$ cat config.mk
export PLATFORM = sky130hd
export DESIGN_NAME = obstacle_scheduler
export DESIGN_NICKNAME = d
export VERILOG_FILES = /design/src/rtl/dino_pkg.sv /design/src/rtl/obstacle_lfsr.sv /design/src/rtl/obstacle_scheduler.sv
export SDC_FILE = /design/constraint.sdc
export NUM_CORES = 1
export LEC_CHECK = 0
export ABC_AREA = 1
export CAP_MARGIN = 20
export CORE_UTILIZATION = 30
export DETAILED_ROUTE_END_ITERATION = 16
export PLACE_DENSITY = 0.53
export SYNTH_ARGS = -nofsm -noshare
export SYNTH_HDL_FRONTEND = slang
export SYNTH_SLANG_ARGS = --single-unit
$ cat constraint.sdc
create_clock -name clock -period 1.5 [get_ports clock]
set_clock_uncertainty 0.05 [all_clocks]
set_input_delay 0.225 -clock clock [delete_from_list [all_inputs] [get_ports clock]]
set_output_delay 0.225 -clock clock [all_outputs]
set_load 0.01 [all_outputs]
$ cat src/rtl/dino_pkg.sv
// -----------------------------------------------------------------------------
// dino_pkg
// Shared types and constants for the dino game obstacle logic.
//   sched_state_t : obstacle scheduler FSM states
//   COUNT_W       : width of the obstacle down counter value
//   GAP_W         : width of the gap code loaded into the down counter
//   TYPE_W        : width of the obstacle type code
//   LEVEL_W       : width of the speed level
//   LFSR_TAPS     : feedback taps of the 8-bit obstacle LFSR (bits 7,5,4,3)
//   MAX_LEVEL     : saturation value of the speed level
// -----------------------------------------------------------------------------
package dino_pkg;

   typedef enum logic [2:0] {
      IDLE  = 3'd0,
      LOAD  = 3'd1,
      ARM   = 3'd2,
      WAIT  = 3'd3,
      SPAWN = 3'd4,
      HALT  = 3'd5
   } sched_state_t;

   localparam int COUNT_W = 9;
   localparam int GAP_W   = 2;
   localparam int TYPE_W  = 2;
   localparam int LEVEL_W = 3;

   localparam logic [7:0]         LFSR_TAPS = 8'b1011_1000;
   localparam logic [LEVEL_W-1:0] MAX_LEVEL = 3'd7;

endpackage

$ cat src/rtl/obstacle_lfsr.sv
// -----------------------------------------------------------------------------
// obstacle_lfsr
// Free-running 8-bit Fibonacci LFSR, shifting left with the feedback bit
// entering at bit 0. Steps on every clock edge that is not a reset edge.
//   clock : system clock
//   reset : synchronous, active-high; loads SEED
//   value : current LFSR state
// -----------------------------------------------------------------------------
module obstacle_lfsr
   import dino_pkg::*;
#(
   parameter logic [7:0] SEED = 8'hA5
) (
   input  logic       clock,
   input  logic       reset,
   output logic [7:0] value
);

   always_ff @(posedge clock) begin
      if (reset) begin
         value <= SEED;
      end else begin
         value <= {value[6:0], ^(value & LFSR_TAPS)};
      end
   end

endmodule

$ cat src/rtl/obstacle_scheduler.sv
// -----------------------------------------------------------------------------
// obstacle_scheduler
// Drives the obstacle down counter: loads a pseudo-random gap code, waits for
// the count to reach zero, then pulses spawn with a random obstacle type.
// A speed level climbs as spawns accumulate and shortens the gaps once it
// reaches HARD_LEVEL.
//   clock         : system clock
//   reset         : synchronous, active-high reset
//   game_run      : high while a game is in progress
//   game_over     : collision detected; stops the sequence until game_run drops
//   count_in      : current value of the down counter
//   load_en       : one-cycle load strobe to the down counter
//   load_value    : gap code presented with load_en (held otherwise)
//   spawn         : one-cycle obstacle spawn pulse
//   obstacle_type : obstacle type, valid with spawn, held otherwise
//   speed_level   : current difficulty, saturating at MAX_LEVEL
// All outputs are registered.
// -----------------------------------------------------------------------------
module obstacle_scheduler
   import dino_pkg::*;
#(
   parameter int         SPAWNS_PER_LEVEL = 8,
   parameter int         HARD_LEVEL       = 4,
   parameter logic [7:0] LFSR_SEED        = 8'hA5
) (
   input  logic               clock,
   input  logic               reset,
   input  logic               game_run,
   input  logic               game_over,
   input  logic [COUNT_W-1:0] count_in,
   output logic               load_en,
   output logic [GAP_W-1:0]   load_value,
   output logic               spawn,
   output logic [TYPE_W-1:0]  obstacle_type,
   output logic [LEVEL_W-1:0] speed_level
);

   localparam logic [LEVEL_W-1:0] HARD_LVL  = LEVEL_W'(HARD_LEVEL);
   localparam logic [7:0]         SPAWN_LAST = 8'(SPAWNS_PER_LEVEL - 1);

   sched_state_t       state, state_next;
   logic [7:0]         spawn_cnt, spawn_cnt_next;
   logic [LEVEL_W-1:0] level_next;
   logic               load_en_next, spawn_next;
   logic [GAP_W-1:0]   load_value_next;
   logic [TYPE_W-1:0]  type_next;
   logic [7:0]         lfsr;
   logic [3:0]         lfsr_hi_unused;

   // Only the low nibble feeds this block; the upper bits are for the
   // other consumers of the shared LFSR.
   assign lfsr_hi_unused = lfsr[7:4];

   obstacle_lfsr #(
      .SEED (LFSR_SEED)
   ) u_lfsr (
      .clock (clock),
      .reset (reset),
      .value (lfsr)
   );

   // Harder levels drop the top gap bit, so only the two shortest gaps remain.
   function automatic logic [GAP_W-1:0] gap_code(input logic [1:0]         lf,
                                                 input logic [LEVEL_W-1:0] lvl);
      if (lvl >= HARD_LVL) begin
         return {1'b0, lf[1]};
      end
      return lf;
   endfunction

   always_comb begin
      state_next      = state;
      spawn_cnt_next  = spawn_cnt;
      level_next      = speed_level;
      load_value_next = load_value;
      type_next       = obstacle_type;

      unique case (state)
         IDLE: begin
            if (game_run && !game_over) begin
               state_next = LOAD;
            end
         end
         LOAD, ARM, WAIT, SPAWN: begin
            // game_over outranks both a run drop and a zero count.
            if (game_over) begin
               state_next = HALT;
            end else if (!game_run) begin
               state_next = IDLE;
            end else begin
               unique case (state)
                  LOAD:    state_next = ARM;
                  ARM:     state_next = WAIT;
                  WAIT:    state_next = (count_in == '0) ? SPAWN : WAIT;
                  default: state_next = LOAD;
               endcase
            end
         end
         HALT: begin
            if (!game_run) begin
               state_next = IDLE;
            end
         end
         default: state_next = IDLE;
      endcase

      // A new game restarts the difficulty ramp.
      if (state == IDLE && state_next == LOAD) begin
         spawn_cnt_next = '0;
         level_next     = '0;
      end

      if (state_next == SPAWN) begin
         type_next = lfsr[3:2];
         if (spawn_cnt == SPAWN_LAST) begin
            spawn_cnt_next = '0;
            if (speed_level != MAX_LEVEL) begin
               level_next = speed_level + 3'd1;
            end
         end else begin
            spawn_cnt_next = spawn_cnt + 8'd1;
         end
      end

      // Gap follows the level that will be in force alongside load_en.
      if (state_next == LOAD) begin
         load_value_next = gap_code(lfsr[1:0], level_next);
      end else if (state_next == IDLE) begin
         load_value_next = '0;
      end

      load_en_next = (state_next == LOAD);
      spawn_next   = (state_next == SPAWN);
   end

   always_ff @(posedge clock) begin
      if (reset) begin
         state         <= IDLE;
         spawn_cnt     <= '0;
         load_en       <= 1'b0;
         load_value    <= '0;
         spawn         <= 1'b0;
         obstacle_type <= '0;
         speed_level   <= '0;
      end else begin
         state         <= state_next;
         spawn_cnt     <= spawn_cnt_next;
         load_en       <= load_en_next;
         load_value    <= load_value_next;
         spawn         <= spawn_next;
         obstacle_type <= type_next;
         speed_level   <= level_next;
      end
   end

endmodule
==> impl_metrics.toml, run 1 <==
[run_status]
outcome = "complete, but fails checks"
violations = "negative setup slack"

[clock_network]
hold_buffers = 0
htreeDepth = 1
cts_root_buf = "clkbuf_8"
cts_tree = "built"
cts_buffer_depth = 2
clkTransAtPathRegs_ns = 0.10
numCtsBuffers = 3
clkLatencyLatePin_ns = 0.28
cts.sinks = 28

[synth]
synth_fp_nets = 201
syn_avg_cell_area_um2 = 7.26
yosysSeqAreaShare = 0.418
synth_edf_count = 0
syn-instance-count = 185
async_flop_share = 0
ys_warn_count = 0
ys_ff_latch = 28
synth.distinct_cells = 29
syn_area_um2 = 1340
synth-main-ff-cell = "dfxtp_1"

[final_layout]
drive_above_1_share = 0.388
seq_area_um2 = 579
antenna_cells = 0
design_area_um2 = 2110
multi_input_area_um2 = 840
num-fill-cells = 420
fin_nets = 259
syn2layout_area_growth_pct = 57.5

[route]
ant_nets = 0
wl_met3_um = 112
avgViaCountPerCell = 4.53
finalWirelength_mm = 3.11
highest_layer = "met4"
vias = 1322
firstDrtPassIters = 4
remaining_drc_errors = 0
routedLengthMet1_mm = 1.47
drtIter0Drc = 33
wl_met2_mm = 1.50
routedWlPerCell_um = 10.6

[worst_setup_path]
arrival_ns = 1.79
reg2reg_depth = 12
cp_cell_sequence = "nand2_4 > nor2_4 > nand2_1 > nand2_1 > nand2_1 > nand2_2 > nand2_2 > a21oi_4 > nand2_4 > nor2_2 > o21ai_0 > a21oi_1"
slowest_delay_ns = 0.39
start_kind = "register"
path_class = "register to register"
cp-end-kind = "register"
reg2reg_slack_ns = -0.13
crit_required_ns = 1.66
cpMostUsedCell = "nand2_1"
r2r-start = "state[0]$_SDFF_PP0_"
path_max_fanout = 6
critPathSlowestCell = "dfxtp_4"
r2r_end = "spawn_cnt[0]$_SDFFE_PP0P_"

[global_routing]
antenna_found_initial = 0
grt_pass1_wl_mm = 5.07
grt_start_max_net_pins = 17
gr-usage-all-layers = 0.141
grt_pass1_vias = 1220
grt.overflow.total = 0

[floorplan]
start_util = 0.324
die-height_um = 68.9
rows = 23
core_area_um2 = 4140
chipWidth_um = 68.9
die_area_um2 = 4750
ioPinCount = 22

[timing]
fin_crit_ns = 1.63
finalCritPeriodShare = 1.09
fmax_ghz = 0.613
relSlewSlack = 0.807
rsz0062_at_grt = "yes"
tightest_slew_ns = 0.289
drv_slew = 0
hold_viol_final = 0
finalSetupViolations = 15
setup_ws_ns = -0.131

[place]
port-buffer-count = 21
place.detailed.hpwl_mm = 2.26
gp_congestion = 0.756
dp_slack_ns = -0.644
place_area_um2 = 1880

[hold_path]
holdPathStages = 1
hold_start = "u_lfsr.value[6]$_SDFF_PP0_"
holdPathEnd = "u_lfsr.value[7]$_SDFF_PP1_"
min_path_type = "register to register"

[power_and_ir_drop]
finalPower_uw = 1670
p_leak_uw = 0.000976
peakVddDrop_mv = 0.650
power_density_nw_per_um2 = 790

[flow_run]
maxCapViolCount = 0
[registers in the layout, indices dropped and copies added, names as in the netlist]
register and cells:
obstacle_type 2, load_value 2, speed_level 3, load_en 1, spawn 1, state 3, spawn_cnt 8, u_lfsr.value 8
[per-stage QoR]
| stage | setup TNS, ns | hold WS (ns) | instances | util |
|---|---|---|---|---|
| after floorplan | -0.0304 | 0.259 | 185 | - |
| after global placement | -9.28 | 0.343 | 283 | 0.454 |
| after detailed placement | -9.54 | 0.348 | 283 | 0.454 |
| after CTS | -1.64 | 0.372 | 292 | 0.490 |
| after global routing | -3.20 | 0.408 | 292 | 0.510 |
| final | -1.09 | 0.370 | 292 | 0.510 |
[cells by family after synthesis]
logic type | share of synthesized area
and+or+nand+nor | 0.331
adders and majority gates | 0.0280
AOI/OAI and AO/OA | 0.109
buffers and inverters | 0.0820
DFF | 0.418
xor gates and xnor gates | 0.0326
[what timing repair did]
action,in CTS,in global routing
pin swaps,18,18
setup endpoints to repair,21,18
resized for setup,34,28
setup buffers,5,0
[worst max-delay path, delay by kind of cell (launching register included)]
| kind | cells | cell delay, ns |
|---|---|---|
| flip-flops | 1 | 0.39 |
| AO/OA/AOI/OAI | 3 | 0.42 |
| AND/OR/NAND/NOR | 9 | 0.71 |
[cell usage in the layout, fill, tap and decap left out, types with 2 or more instances in the layout]
cell	count
and3_1	2
dlygate4sd2_1	12
nand2_4	6
a21oi_2	4
a21oi_1	13
nor2_4	6
inv_1	18
xnor2_1	2
dfxtp_4	3
clkbuf_8	3
nand2_1	33
nand3b_1	2
ha_4	3
or2_2	2
nor3_2	2
nand3_1	7
buf_4	32
nand2_2	7
xor2_1	3
nand4_1	5
nor2_1	15
dfxtp_1	19
buf_6	2
nor2_2	6
inv_2	4
dfxtp_2	6
clkdlybuf4s50_1	8
o21ai_2	2
o21ai_0	3
o21ai_1	2
[where the power goes]
part / leakage (uW) / internal [uW] / switching (uW) / total, uW
Sequential: 0.000234 / 780 / 22.6 / 803
Clock: 0.0000339 / 291 / 244 / 535
Combinational: 0.000708 / 157 / 176 / 332
Total: 0.000976 / 1230 / 442 / 1670
[Yosys cell counts (2+ instances only)]
cell type,instances,area share
inv_1,22,0.062
nand3_1,7,0.026
nor3_1,2,0.0075
o21ai_0,6,0.022
nor2_2,2,0.0093
or2_2,2,0.0093
nand2_1,40,0.11
nand2_2,5,0.023
a21oi_1,16,0.060
nor2_1,25,0.070
ha_1,3,0.028
xnor2_1,2,0.013
and3_1,2,0.0093
dfxtp_1,28,0.42
nand4_1,5,0.023
inv_2,2,0.0056
xor2_1,3,0.020
nand3b_1,2,0.011
[layout make-up]
| class | count | share of cell area |
|---|---|---|
| clock buffers | 4 | 0.0314 |
| inverters | 25 | 0.0503 |
| multi-input cells | 130 | 0.397 |
| flip-flops and latches | 28 | 0.274 |
| well taps | 50 | 0.0296 |
| repair buffers | 55 | 0.218 |
[layer usage]
metal | vias to the layer above | track usage
met5 | - | 0
met4 | 0 | 0.0383
met3 | 5 | 0.0197
met2 | 26 | 0.245
met1 | 590 | 0.180
li1 | 701 | -
[worst max path at each step]
stage	start	to	slack, ns	depth (start not counted)
floorplan	count_in[0]	load_value[0]$_SDFFE_PP0P_	-0.02	14
global placement	count_in[0]	load_value[0]$_SDFFE_PP0P_	-0.63	15
detailed placement	count_in[0]	load_value[0]$_SDFFE_PP0P_	-0.64	15
CTS	state[0]$_SDFF_PP0_	speed_level[0]$_SDFF_PP0_	-0.18	14
global route	spawn_cnt[6]$_SDFFE_PP0P_	load_value[0]$_SDFFE_PP0P_	-0.28	11
finish	state[0]$_SDFF_PP0_	spawn_cnt[0]$_SDFFE_PP0P_	-0.13	12
(Power assumes the default switching activity.)
==> run 2, diff against run 1 <==
Settings changed: PLACE_DENSITY 0.53 to 0.52, SYNTH_HIERARCHICAL from default to 1.
==> run 2 against run 1 <==
Effect of this change:
- the run still ends with negative setup slack left
- utilization grew 0.87 points
- clock-buffer cell count shrank 1
- largest power group unchanged
- area after synthesis grew 3.6%
- die area grew 3.5%
- sequential share of layout area shrank 2.4 points
==> impl_metrics.toml, run 2 <==
[worst_setup_path]
r2r-start = "state[0]$_SDFF_PP0_"
cp-end-kind = "register"
cpLargestDelayFamily = "simple AND/OR/NAND/NOR gates"
path_max_fanout = 5
crit_required_ns = 1.68
cpMostUsedCell = "buf_6"
cp_cell_sequence = "buf_6 > nand3_4 > nand2_2 > inv_2 > buf_6 > nand2_4 > nor2_4 > nand2_4 > nor2_4 > buf_6 > a21oi_1 > nor2_1"
critPathLaunch = "state[0]$_SDFF_PP0_"
arrival_ns = 1.78
r2r_end = "spawn_cnt[6]$_SDFFE_PP0P_"
start_kind = "register"
slowest_delay_ns = 0.38
path_buf_inv = 4
path_class = "register to register"
reg2reg_slack_ns = -0.10
critPathSlowestCell = "dfxtp_4"
reg2reg_depth = 12
worstSetupPathDepth = 12

[place]
place.detailed.hpwl_mm = 2.33
port-buffer-count = 21
placed_cells = 307
dp_slack_ns = -0.536
gp_congestion = 0.789

[synth]
synth.area.top_cells = "dfxtp_1 (40%), nand2_1 (18%), inv_1 (7.6%)"
synth-main-ff-cell = "dfxtp_1"
synth_edf_count = 0
yosysSeqAreaShare = 0.403
synth_top_area_frac = 0.403
ys_ff_latch = 28
async_flop_share = 0
synth.distinct_cells = 25
syn_avg_cell_area_um2 = 6.82
yosys.area.top_type = "dfxtp_1"
syn_area_um2 = 1390
syn-instance-count = 204
synth_fp_nets = 220
ys_warn_count = 6
synth.most_common_cell = "nand2_1"
netlist_top_cells_count = "nand2_1 (65), dfxtp_1 (28), inv_1 (28)"

[clock_network]
cts.sinks = 28
clkLatencyLatePin_ns = 0.28
hold_buffers = 0
numCtsBuffers = 3
cts_root_buf = "clkbuf_8"
cts_buffer_depth = 2
cts_tree = "built"
htreeDepth = 1
clkTransAtPathRegs_ns = 0.10

[run_status]
outcome = "complete, but fails checks"
violations = "negative setup slack"

[floorplan]
die-height_um = 70.1
start_util = 0.315
chipWidth_um = 70.1
die_area_um2 = 4910
rows = 24
ioPinCount = 22
core_area_um2 = 4410

[route]
routedWlPerCell_um = 10.4
drtIter0Drc = 55
remaining_drc_errors = 0
finalWirelength_mm = 3.31
avgViaCountPerCell = 4.44
vias = 1416
firstDrtPassIters = 3
ant_nets = 0

[timing]
fin_setup_tns_ns = -0.611
fmax_ghz = 0.625
finalCritPeriodShare = 1.07
tightest_slew_ns = 0.305
setup_ws_ns = -0.100
finalSetupViolations = 12
relSlewSlack = 0.796
fin_crit_ns = 1.60
hold_viol_final = 0
drv_slew = 0
rsz0062_at_grt = "yes"

[global_routing]
gr-usage-all-layers = 0.134
grt.overflow.total = 0
grt_pass1_wl_mm = 5.44
antenna_found_initial = 0
grt_pass1_vias = 1312
grt_start_max_net_pins = 17

[final_layout]
fin_cells = 319
multi_input_area_um2 = 931
num-fill-cells = 428
syn2layout_area_growth_pct = 64.7
final_common_cell = "nand2_1"
fin_nets = 284
antenna_cells = 0
seq_area_um2 = 573
final_cell_mix = "nand2_1 (48), buf_4 (34), dfxtp_1 (22)"
reg_top3 = "spawn_cnt x8, u_lfsr/value x8"
drive_above_1_share = 0.434
final_util = 0.519

[hold_path]
min_path_type = "register to register"
holdPathEnd = "u_lfsr/value[7]$_SDFF_PP1_"
holdPathStages = 1
hold_start = "u_lfsr/value[6]$_SDFF_PP0_"

[power_and_ir_drop]
power_density_nw_per_um2 = 794
p_leak_uw = 0.00109
peakVddDrop_mv = 0.416
finalPower_uw = 1820

[flow_run]
maxCapViolCount = 0
[run 2: cell count changes after synthesis, sizes merged, moves of 3 or more]
cell,change
inv,+6
nand2,+22
nand3,+7
nand4,-3
[run 2: timing repair]
item	CTS	global route
buffers inserted	3	6
endpoints found under the setup margin	20	18
gates resized for setup	30	66
pin swaps	21	30
[run 2: worst register-to-register path, delay by kind of cell (launching register included)]
kind / cells / cell delay, ns
and+or+nand+nor: 7 / 0.68
buffers and inverters: 4 / 0.40
DFF: 1 / 0.38
AOI/OAI and AO/OA: 1 / 0.05
[run 2: final cells by class]
cell class,instances,area share
Clock inverter,1,0.0131
Inverter,30,0.0524
Clock buffer,3,0.0180
Multi-Input combinational cell,144,0.406
Tap cell,52,0.0284
Timing Repair Buffer,61,0.232
Sequential cell,28,0.250
[run 2: kinds of logic after synthesis]
logic type	count (synthesis)	synth area share
DFF	28	0.403
xor gates and xnor gates	2	0.0126
adders and majority gates	3	0.0270
AOI/OAI and AO/OA	23	0.0917
buffers and inverters	32	0.0863
and+or+nand+nor	116	0.379
[run 2: routing by layer]
metal | vias to the layer above | share of wire | GRT usage
met1 | 637 | 0.48 | 0.174
met4 | 0 | 0.0075 | 0.0333
met2 | 13 | 0.48 | 0.229
met5 | - | 0 | 0
met3 | 4 | 0.025 | 0.0216
li1 | 762 | - | -
[run 2: worst max-delay path by stage]
stage / to / slack [ns]
2_1_floorplan: load_value[1]$_SDFFE_PP0P_ / -0.04
5_1_grt: spawn_cnt[6]$_SDFFE_PP0P_ / -0.22
3_3_place_gp: speed_level[1]$_SDFF_PP0_ / -0.48
6_report: spawn_cnt[6]$_SDFFE_PP0P_ / -0.10
3_5_place_dp: spawn_cnt[6]$_SDFFE_PP0P_ / -0.54
4_1_cts: spawn_cnt[6]$_SDFFE_PP0P_ / -0.14
[run 2: report_power, final]
group	internal [uW]	leakage (uW)	switching, uW
Clock	357	0.0000357	249
Sequential	779	0.000232	27.3
Combinational	203	0.000820	203
Total	1340	0.00109	479
[run 2: stage by stage]
step                      hold WS [ns]  cell area [um^2]
after floorplan                  0.246              1410
after global placement           0.337              1920
after detailed placement         0.351              1920
after CTS                        0.376              2040
after global routing             0.383              2290
final                            0.369              2290
